[src/rtl/mpp_pkg.sv]
// Shared types for the mpp_fifo read-side drain controller.
// PEEK_WIDTH lives here so every user is locked to the FIFO's peek width.
package mpp_pkg;

  localparam int unsigned PEEK_WIDTH = 4;
  localparam int unsigned LANE_W     = (PEEK_WIDTH > 1) ? $clog2(PEEK_WIDTH) : 1;

  // Bit i corresponds to peek lane i (lane 0 = FIFO head).
  typedef logic [0:PEEK_WIDTH-1] lane_mask_t;
  typedef logic [LANE_W-1:0]     lane_idx_t;

  typedef enum logic [2:0] {
    ST_IDLE,
    ST_PEEK,
    ST_WAIT,
    ST_SEND,
    ST_POP
  } state_t;

endpackage

[src/rtl/mpp_lane_sel.sv]
// Finds the next valid lane in a peek mask, either from lane 0 or strictly above
// the current lane, and flags whether that lane is the highest valid one.
module mpp_lane_sel
  import mpp_pkg::*;
(
  input  lane_mask_t mask,
  input  lane_idx_t  lane,
  input  logic       from_start,
  output lane_idx_t  nxt_c,
  output logic       found_c,
  output logic       nxt_is_last_c
);

  always_comb begin
    nxt_c         = '0;
    found_c       = 1'b0;
    nxt_is_last_c = 1'b0;
    // Descending scan so the lowest qualifying lane is the one that sticks.
    for (int i = PEEK_WIDTH - 1; i >= 0; i--) begin
      if (mask[i] && (from_start || (lane_idx_t'(i) > lane))) begin
        nxt_c   = lane_idx_t'(i);
        found_c = 1'b1;
      end
    end
    if (found_c) begin
      nxt_is_last_c = 1'b1;
      for (int i = 0; i < PEEK_WIDTH; i++) begin
        if (mask[i] && (lane_idx_t'(i) > nxt_c)) begin
          nxt_is_last_c = 1'b0;
        end
      end
    end
  end

endmodule

[src/rtl/mpp_fifo_drain.sv]
// Read-side controller for mpp_fifo: peeks a batch, streams its valid lanes in
// order over valid/ready, then retires exactly the transferred lanes with one pop.
module mpp_fifo_drain
  import mpp_pkg::*;
#(
  parameter int unsigned DATA_WIDTH = 8,
  parameter int unsigned CNT_WIDTH  = 16
) (
  input  logic                                  i_clk,
  input  logic                                  i_nrst,
  input  logic                                  i_clear,
  input  logic                                  i_en,
  output logic                                  o_peek_en,
  input  logic [0:PEEK_WIDTH-1][DATA_WIDTH-1:0] i_peek_data,
  input  lane_mask_t                            i_valid_data,
  input  logic                                  i_peek_valid,
  input  logic                                  i_empty,
  output logic                                  o_pop_en,
  output lane_mask_t                            o_data_hit,
  output logic [DATA_WIDTH-1:0]                 o_data,
  output logic                                  o_valid,
  input  logic                                  i_ready,
  output logic                                  o_last,
  output logic                                  o_busy,
  output logic [CNT_WIDTH-1:0]                  o_drained
);

  typedef logic [0:PEEK_WIDTH-1][DATA_WIDTH-1:0] peek_data_t;

  state_t               state, state_nxt;
  lane_idx_t            lane, lane_nxt;
  lane_mask_t           capt_mask, mask_nxt;
  lane_mask_t           sent, sent_nxt;
  peek_data_t           capt_data, data_nxt;
  logic                 last_nxt;
  logic [CNT_WIDTH-1:0] cnt_nxt;

  logic                  valid_d, last_d, peek_d, pop_d, busy_d;
  logic [DATA_WIDTH-1:0] data_d;
  lane_mask_t            hit_d;

  lane_mask_t sel_mask;
  logic       sel_from_start;
  lane_idx_t  sel_nxt;
  logic       sel_found, sel_is_last;
  logic       xfer;

  // In WAIT the selector looks at the incoming peek mask to pick the first lane;
  // in SEND it walks the captured mask upward from the current lane.
  assign sel_from_start = (state == ST_WAIT);
  assign sel_mask       = sel_from_start ? i_valid_data : capt_mask;
  assign xfer           = o_valid && i_ready;

  mpp_lane_sel u_lane_sel (
    .mask          (sel_mask),
    .lane          (lane),
    .from_start    (sel_from_start),
    .nxt_c         (sel_nxt),
    .found_c       (sel_found),
    .nxt_is_last_c (sel_is_last)
  );

  // State and datapath registers; outputs are registered from the decoded next state.
  always_ff @(posedge i_clk or negedge i_nrst) begin
    if (!i_nrst) begin
      state      <= ST_IDLE;
      lane       <= '0;
      capt_mask  <= '0;
      capt_data  <= '0;
      sent       <= '0;
      o_drained  <= '0;
      o_peek_en  <= 1'b0;
      o_pop_en   <= 1'b0;
      o_data_hit <= '0;
      o_data     <= '0;
      o_valid    <= 1'b0;
      o_last     <= 1'b0;
      o_busy     <= 1'b0;
    end else begin
      state      <= state_nxt;
      lane       <= lane_nxt;
      capt_mask  <= mask_nxt;
      capt_data  <= data_nxt;
      sent       <= sent_nxt;
      o_drained  <= cnt_nxt;
      o_peek_en  <= peek_d;
      o_pop_en   <= pop_d;
      o_data_hit <= hit_d;
      o_data     <= data_d;
      o_valid    <= valid_d;
      o_last     <= last_d;
      o_busy     <= busy_d;
    end
  end

  // Next-state and datapath update.
  always_comb begin
    state_nxt = state;
    lane_nxt  = lane;
    mask_nxt  = capt_mask;
    data_nxt  = capt_data;
    sent_nxt  = sent;
    cnt_nxt   = o_drained;
    last_nxt  = o_last;

    case (state)
      ST_IDLE: begin
        if (i_en && !i_empty) begin
          state_nxt = ST_PEEK;
        end
      end
      ST_PEEK: begin
        state_nxt = ST_WAIT;
      end
      ST_WAIT: begin
        if (i_peek_valid) begin
          data_nxt = i_peek_data;
          mask_nxt = i_valid_data;
          sent_nxt = '0;
          if (!sel_found) begin
            state_nxt = ST_IDLE;
          end else begin
            state_nxt = ST_SEND;
            lane_nxt  = sel_nxt;
            last_nxt  = sel_is_last;
          end
        end
      end
      ST_SEND: begin
        if (xfer) begin
          sent_nxt[lane] = 1'b1;
          cnt_nxt        = o_drained + CNT_WIDTH'(1);
          if (!sel_found) begin
            state_nxt = ST_POP;
            last_nxt  = 1'b0;
          end else begin
            lane_nxt = sel_nxt;
            last_nxt = sel_is_last;
          end
        end
      end
      ST_POP: begin
        state_nxt = ST_IDLE;
      end
      default: begin
        state_nxt = ST_IDLE;
      end
    endcase

    // The FIFO is flushed by the same clear, so a partial batch is abandoned without a pop.
    if (i_clear) begin
      state_nxt = ST_IDLE;
      cnt_nxt   = '0;
      sent_nxt  = '0;
      last_nxt  = 1'b0;
    end
  end

  // Output decode from the next state.
  always_comb begin
    valid_d = (state_nxt == ST_SEND);
    data_d  = data_nxt[lane_nxt];
    last_d  = last_nxt && (state_nxt == ST_SEND);
    peek_d  = (state_nxt == ST_PEEK);
    pop_d   = (state_nxt == ST_POP);
    hit_d   = pop_d ? sent_nxt : '0;
    busy_d  = (state_nxt != ST_IDLE);
  end

endmodule

[config.mk]
export PLATFORM = sky130hd
export DESIGN_NAME = mpp_fifo_drain
export DESIGN_NICKNAME = d
export VERILOG_FILES = /design/src/rtl/mpp_pkg.sv /design/src/rtl/mpp_lane_sel.sv /design/src/rtl/mpp_fifo_drain.sv
export SDC_FILE = /design/constraint.sdc
export NUM_CORES = 1
export LEC_CHECK = 0
export CAP_MARGIN = 40
export CORE_UTILIZATION = 50
export DETAILED_ROUTE_END_ITERATION = 8
export GPL_TIMING_DRIVEN = 0
export PLACE_DENSITY = 0.81
export SYNTH_ARGS = -nofsm -noshare
export SYNTH_HDL_FRONTEND = slang
export SYNTH_SLANG_ARGS = --single-unit
[constraint.sdc]
create_clock -name i_clk -period 2.4 [get_ports i_clk]
set_input_delay 0.24 -clock i_clk [delete_from_list [all_inputs] [get_ports i_clk]]
set_output_delay 0.24 -clock i_clk [all_outputs]
set_load 0.02 [all_outputs]
==> metrics <==
status=finished clean; Root Buffer=clkbuf_8; initial antenna violation count=0; worst path cell trace=nor4b_2, o2bb2ai_2, o211ai_1, o211ai_2, buf_6, buf_12, mux2i_1, mux2i_1; vias=about 2900; Final ANT Viol Nets=0; share of layout cells above drive strength 1=0.0841; # setup viols final=0; Total GRT Usage=0.239; worst skew pair latency=360 ps; post-route cell area=4630 um^2; Worst Skew=roughly 8.6 ps; f_max=around 0.45 GHz; Yosys top cell by area=dfrtp_1; WS Path Type=reg -> reg; Final Core Density=0.685; Max-Cap Viols=0; clk slew on worst S/H paths=~90 ps; Filler cells=530; post-synthesis async set-or-reset flop share=1.00; RSZ-0062 raised after global routing=no; Synth top area share=0.551; drt wl/cell=about 15 um; Syn Area/Cell=around 9.7 um^2; TritonRoute pass-1 iters=4; Row Count=30; largest net degree at the start of global routing=60; CTS tree=yes; worst slew pin tran=approximately 530 ps; width of the die=approximately 86 um; CP max FO=10; Area growth, synth to finish=32.3%; Fin. Hold Viols=0; hpwl dp=5.47 mm; cell family with the largest share of critical-path delay=simple AND/OR/NAND/NOR gates; clock buffer depth=2; Port-buffer cells=74; number of flops mapped to enable cells by yosys=0; CP required=between 2000 and 3000 ps; VDD IR-drop max=0.506 mV; setup TNS=0 ps; Via density=~5.4; synthesized instance count=360; Top FF cell, synth=dfrtp_1; largest cells by area after synthesis=dfrtp_1, nand2_1, mux2i_1; post-place instance area=around 4400 um^2; Max-slew headroom=0.646; most frequent cell after synthesis=nand2_1; Worst EP arrival=around 2500 ps; final critical-path share of the clock period=0.936; Syn Nets=approximately 400; startpoint types=flop; vias in the first global route=between 2000 and 3000; Remaining DRCs=0; Synth cell types=47; num ports=76; Lkg Pwr=about 2.2 nW; H-tree lvl count=3; Top cell by count, worst path=mux2i_1; Worst setup EP type=flop; Post-CTS Resized=0; Starting Density=0.517; Total Routed Length=about 8 mm; TritonCTS Buffers=9; register area share after synthesis=0.551; # diodes=0; commonest cells in the netlist=nand2_1, dfrtp_1, nor2_1, mux2i_1, nand3_1; Final Slew Violations=0; clk sink count=77; HP Class=in -> async; Crit-path slowest cell=nor4b_2; Mapped Area=about 3500 um^2; Overflow after GRT=0; initial drt markers=130; post-synthesis register bit count=a little under 80; die area=7330 um^2; final net count=~490; crit path buf inv count=2; pwr/cell area=about 900 nW/um^2; Post-CTS Setup Inserts=0; slowest stage delay, CP=about 520 ps; global-route wire length before repair=13.5 mm; Die Height=approximately 86 um; core area=slightly below 7000 um^2; minimum clock period after layout=between 2000 and 2500 ps; Ys Warns=0; Placer Congestion=0.856
==> metrics by stage <==
stage / hold WS, ps / power, mW / setup WS, ps / cells
after global routing: 312 / 4.24 / 14.9 / 532
after global placement: 452 / 2.76 / -1490 / 514
after floorplan: -55.6 / 2.41 / 494 / 360
final: 288 / 4.05 / 154 / 532
after detailed placement: 133 / 2.80 / -32.1 / 515
after CTS: 291 / 4.05 / 203 / 532
==> logic make-up after synthesis <==
group / after synthesis / synth area share
simple gates: 191 / 0.245
flops: 77 / 0.551
compound gates: 34 / 0.0684
mux: 24 / 0.0687
buf+inv: 22 / 0.0358
xor+xnor: 11 / 0.0276
fa+ha+maj: 1 / 0.00358
==> power by group <==
group / internal (mW) / total, mW / leakage (nW) / switching (mW)
registers: 1.60 / 1.72 / 1.01 / 0.120
clock network: 0.728 / 1.25 / 0.127 / 0.520
logic: 0.473 / 1.08 / 1.08 / 0.604
==> worst reg2reg max path, cell delays in order (launching register included) <==
cell and delay [ps]:
dfrtp_1 460, nor4b_2 520, o2bb2ai_2 210, o211ai_1 160
o211ai_2 100, buf_6 200, buf_12 160, mux2i_1 200
mux2i_1 110
==> repair_timing <==
item | CTS | global route
hold endpoints to repair | 18 | 0
hold buffers | 1 | 0
setup endpoints to repair | 0 | 0
==> layout by cell type (no fill, tap or decap), drive strengths merged, types with 2 or more instances in the layout <==
cell type / Yosys / routed
bufinv: 0 / 3
o21ai: 10 / 10
clkbuf: 8 / 18
dfrtp: 77 / 77
mux2i: 24 / 24
inv: 5 / 7
nor3: 9 / 9
nor2b: 2 / 2
xor2: 5 / 5
a22oi: 2 / 2
a21oi: 9 / 9
nor2: 27 / 27
clkdlybuf4s50: 0 / 73
o211ai: 3 / 3
xnor2: 6 / 6
a211oi: 2 / 2
nor4: 5 / 5
and3: 3 / 3
nand3: 10 / 10
a32oi: 2 / 2
nor3b: 3 / 3
or3: 7 / 7
buf: 9 / 11
nand2b: 3 / 3
nand2: 116 / 116
==> metal layers <==
metal,share of wire,track usage
met1,0.44,0.306
met2,0.48,0.401
met3,0.055,0.0462
met4,0.021,0.0939
met5,0,0
==> final timing paths <==
path	startpoint	end	slack, ps	cells past startpoint
min reg2reg	capt_data[12]	capt_data[12]	480	2
max reg2reg	state[2]	o_data[7]	150	8
max in group asynchronous	i_nrst	capt_mask[0]	1540	3
max	state[2]	o_data[7]	150	8
min	i_nrst	o_drained[14]	290	2
min in group i_clk	i_clear	o_data_hit[2]	320	2
==> final cells by class <==
type	count	area [um^2]	share of cell area
Buffer	17	106	0.0230
Clock buffer	10	138	0.0298
Clock inverter	6	116	0.0252
Inverter	5	18.8	0.00406
Multi-Input combinational cell	261	1440	0.312
Sequential cell	77	1930	0.417
Tap cell	80	100	0.0216
Timing Repair Buffer	76	776	0.168
==> flip-flops by register name, indices dropped and copies added (netlist names) <==
| name | flops |
|---|---|
| o_last | 1 |
| state | 3 |
| capt_data | 32 |
| o_data | 8 |
| capt_mask | 3 |
| o_data_hit | 4 |
| sent | 4 |
| o_valid | 1 |
| o_pop_en | 1 |
| o_drained | 16 |
| o_peek_en | 1 |
| lane | 2 |
| o_busy | 1 |
Note: power is estimated with default switching activity, not from simulation.
==> edit 1: new RTL, same flow settings <==
Change the parameter `DATA_WIDTH` from 8 to 6.
--- a/src/rtl/mpp_fifo_drain.sv
+++ b/src/rtl/mpp_fifo_drain.sv
@@ -4,5 +4,5 @@
   import mpp_pkg::*;
 #(
-  parameter int unsigned DATA_WIDTH = 8,
+  parameter int unsigned DATA_WIDTH = 6,
   parameter int unsigned CNT_WIDTH  = 16
 ) (
Interface: changed (resized i_peek_data and o_data); port bits go from 76 to 66. The function was not compared with the original's and may differ.
==> edit 1 against the unedited design <==
The run now ends with negative hold slack left; global-route usage fell by 0.53 points; sequential cell count fell by 10; routed wire length fell by 14%; setup slack improved by 0.075 ns; final area fell by 12%; sequential share of layout area fell by 0.44 points; worst hold slack got worse by 0.29 ns; power fell by 21%; first-iteration DRC count rose by 55%; area after synthesis fell by 10%; maximum frequency rose by 3.5%; clock power fell by 27%; via count fell by 8.5%.
==> edit 1: results <==
set metrics [dict create \
    status "finished, violations left" \
    violations "negative hold slack" \
    holdWs_ns -0.00294 \
    instances_no_fill 486 \
    hold_viol_final 3 \
    pg_comb_w 0.000841 \
    place_congestion 0.850 \
    syn_inst 331 \
    nClkBuffers 11 \
    syn-num-nets 367 \
    sw_frac_of_total_pct 30.8 \
    final-seq-area_um2 1680 \
    synth-compound-area-share_pct 11.3 \
    seq_share_pct 41.2 \
    largestRegisters "capt_data (24), o_drained (16), o_data (6)" \
    synthMuxAreaShare_pct 2.24 \
    ys_top_cells_by_count "93 x nand2_1, 67 x dfrtp_1, 32 x nor2_1" \
    leakagePower_nw 1.90 \
    synth.area.top_cells "dfrtp_1 54%, nand2_1 11%, nor2_1 3.8%, xor2_1 2.8%, mux2i_1 2.2%" \
    critPathArrivalTime_ns 2.38 \
    comb.multi_input.count 238 \
    via_per_inst 5.45 \
    place_area_um2 3860 \
    synthAdderAreaFrac_pct 0.400 \
    cp_slowest_cell "nor4_1" \
    io_buffers 64 \
    nNetsFinal 442 \
    clkCellAreaFrac_pct 4.77 \
    clk_pin_slew_ns 0.07 \
    drive_gt1_share_pct 8.76 \
    grt_pass1_wl_um 11500 \
    drt_iter0_drc 202 \
    synth_cell_type_count 51 \
    synth_seq_area_share_pct 53.6 \
    synth_xor_area_share_pct 3.92 \
    seqPwrFrac_pct 44.8 \
    preCtsSetupSlack_ns -0.0902 \
    taps 75 \
    max-vdd-ir-drop_v 0.000577 \
    cpPeakStageDelay_ns 0.59 \
]
[edit 1: cell types whose count changed after synthesis, moves of 6 or more]
cell	before	now
nand2_1	116	93
o22ai_1	0	6
dfrtp_1	77	67
a21oi_1	9	2
mux2i_1	24	7
[edit 1: final timing paths]
path                            startpoint            end  slack, ns  depth (start not counted)
setup / recovery           i_valid_data[0]      o_data[2]       0.23                          9
hold reg to reg              capt_data[22]  capt_data[22]       0.48                          2
hold / removal                      i_nrst         o_last     -0.003                          1
max in group asynchronous           i_nrst  o_drained[15]       1.86                          1
setup reg to reg                  state[0]      o_data[4]       0.26                         10
min in group i_clk                 i_clear  o_data_hit[0]       0.35                          2
[edit 1: layer usage]
layer	part of all wire, %	vias to the layer above	track usage (%)	wire [µm]
met5	0	-	0	0
met4	1.7	0	11.3	117
met3	5.2	13	4.27	353
met2	48	95	36.1	3320
met1	45	1264	31.6	3060
li1	-	1277	-	-
==> edit 2: new RTL, same settings <==
Without the edit above. `o_data` no longer has a reset.
--- a/src/rtl/mpp_fifo_drain.sv
+++ b/src/rtl/mpp_fifo_drain.sv
@@ -73,5 +73,4 @@
       o_pop_en   <= 1'b0;
       o_data_hit <= '0;
-      o_data     <= '0;
       o_valid    <= 1'b0;
       o_last     <= 1'b0;
@@ -87,9 +86,12 @@
       o_pop_en   <= pop_d;
       o_data_hit <= hit_d;
-      o_data     <= data_d;
       o_valid    <= valid_d;
       o_last     <= last_d;
       o_busy     <= busy_d;
     end
+  end
+
+  always_ff @(posedge i_clk) begin
+    o_data <= data_d;
   end
 
Behaviour: differs if i_nrst is asserted again (counterexample within 4 cycles, from zero or initial values and one cycle with i_nrst low); with i_nrst held inactive, the same outputs for 10 cycles.
==> edit 2 against the unedited design <==
Setup slack better by 0.048 ns; synthesized cell count unchanged; sequential cell count unchanged; power shrank 6.1%; worst hold slack better by 0.024 ns; routed wire length is 2.0% lower; sequential share of layout area is essentially flat; area after synthesis down 1.1%; final area is 2.1% lower; largest cell class unchanged; largest power group unchanged; highest routed layer unchanged.
==> edit 2: results <==
set metrics [dict create \
    dp_hpwl_um 5530 \
    synth.area.top_cells "dfrtp_1 50%, nand2_1 13%, mux2i_1 7.0%, dfxtp_1 4.6%, nor2_1 2.9%" \
    clk_pin_slew_ns 0.09 \
    tightest_slew_ns 0.578 \
    synth_xor_area_share_pct 2.79 \
    grt_pass1_wl_um 12900 \
    yosys_warnings 0 \
    io_buffers 74 \
    synth-compound-area-share_pct 6.92 \
    nFillCells 491 \
    synthMuxAreaShare_pct 6.95 \
    antenna_found_initial 0 \
    status "completed" \
    cpLargestDelayFamily "buffers and inverters" \
    grt_usage_pct 22.8 \
    crit_fanout 10 \
    cts_root_buf "clkbuf_8" \
    ys_async_sr_fraction_pct 89.6 \
    firstDrtPassIters 4 \
    htree_levels 3 \
    grt_pass1_vias 2774 \
    routed_wl_um 7830 \
    hp-class "in -> async" \
    drt_iter0_drc 150 \
    ant_nets 0 \
    place_congestion 0.850 \
    place_area_um2 4320 \
    drive_gt1_share_pct 8.19 \
    skew_ns 0.0109 \
    cpPeakStageDelay_ns 0.38 \
    ys_top_cells_by_count "116 x nand2_1, 69 x dfrtp_1, 27 x nor2_1" \
    synth_seq_area_share_pct 54.6 \
    leakagePower_nw 2.15 \
    cp_slowest_cell "dfrtp_1" \
    max-vdd-ir-drop_v 0.000647 \
    largestRegisters "capt_data (32), o_drained (16), o_data (8)" \
    critPathArrivalTime_ns 2.42 \
    instances_no_fill 529 \
    place_inst 512 \
    antenna_cells 0 \
    via_per_inst 5.32 \
    synthAdderAreaFrac_pct 0.362 \
    avgSynthCellArea_um2 9.60 \
    synth_cell_type_count 48 \
    grt_start_max_net_pins 49 \
    nNetsFinal 491 \
    p_sw_w 0.00121 \
    syn-cell-area_um2 3460 \
]
edit 2: area by class of cell:
cell class	count	area (µm²)	area share [%]
multi-input combinational	261	1450	31.9
inverter	5	18.8	0.414
sequential	77	1890	41.7
clock buffer	11	141	3.12
buffer	17	106	2.35
clock inverter	5	58.8	1.30
timing repair buffer	76	776	17.1
tap	77	96.3	2.13
edit 2: routing by layer:
metal	share of wire [%]	track usage [%]	vias up
met5	0	0	-
met4	0.95	7.86	0
met3	4.9	4.38	8
met2	48	37.9	85
met1	46	30.1	1347
li1	-	-	1376
edit 2: through the flow:
step                setup TNS (ns)  worst slack [ns]  hold WS [ns]  utilization [%]
floorplan                        0             0.500       -0.0556                -
global placement            -82.43             -1.20         0.453             66.1
detailed placement               0            0.0155         0.155             66.5
CTS                              0             0.156         0.319             69.7
global route                     0            0.0561         0.335             69.7
finish                           0             0.202         0.313             69.7
edit 2: path summary, 6_finish.rpt:
kind                                from       endpoint  slack [ns]  depth (start not counted)
setup / recovery                state[0]      o_data[0]        0.20                         10
hold / removal                    i_nrst  o_drained[15]        0.31                          2
setup reg to reg                state[0]      o_data[0]        0.20                         10
hold reg to reg            capt_data[30]  capt_data[30]        0.48                          2
max in group asynchronous         i_nrst  capt_data[11]        1.55                          3
min in group i_clk               i_clear  o_data_hit[3]        0.39                          2
edit 2: power by group through the flow:
stage	clock, W	combinational [W]	sequential (W)
after global routing	0.00107	0.00118	0.00176
after floorplan	0	0.000611	0.00180
after global placement	0	0.00103	0.00174
after CTS	0.00100	0.00108	0.00173
final	0.000999	0.00107	0.00173
after detailed placement	0	0.00106	0.00175
edit 2: timing repair:
action                                 4_1_cts  5_1_grt
buffers inserted                             0        0
setup endpoints to repair                    0        1
endpoints found under the hold margin       21        0
resized for setup                            0        1
hold buffers                                 1        0
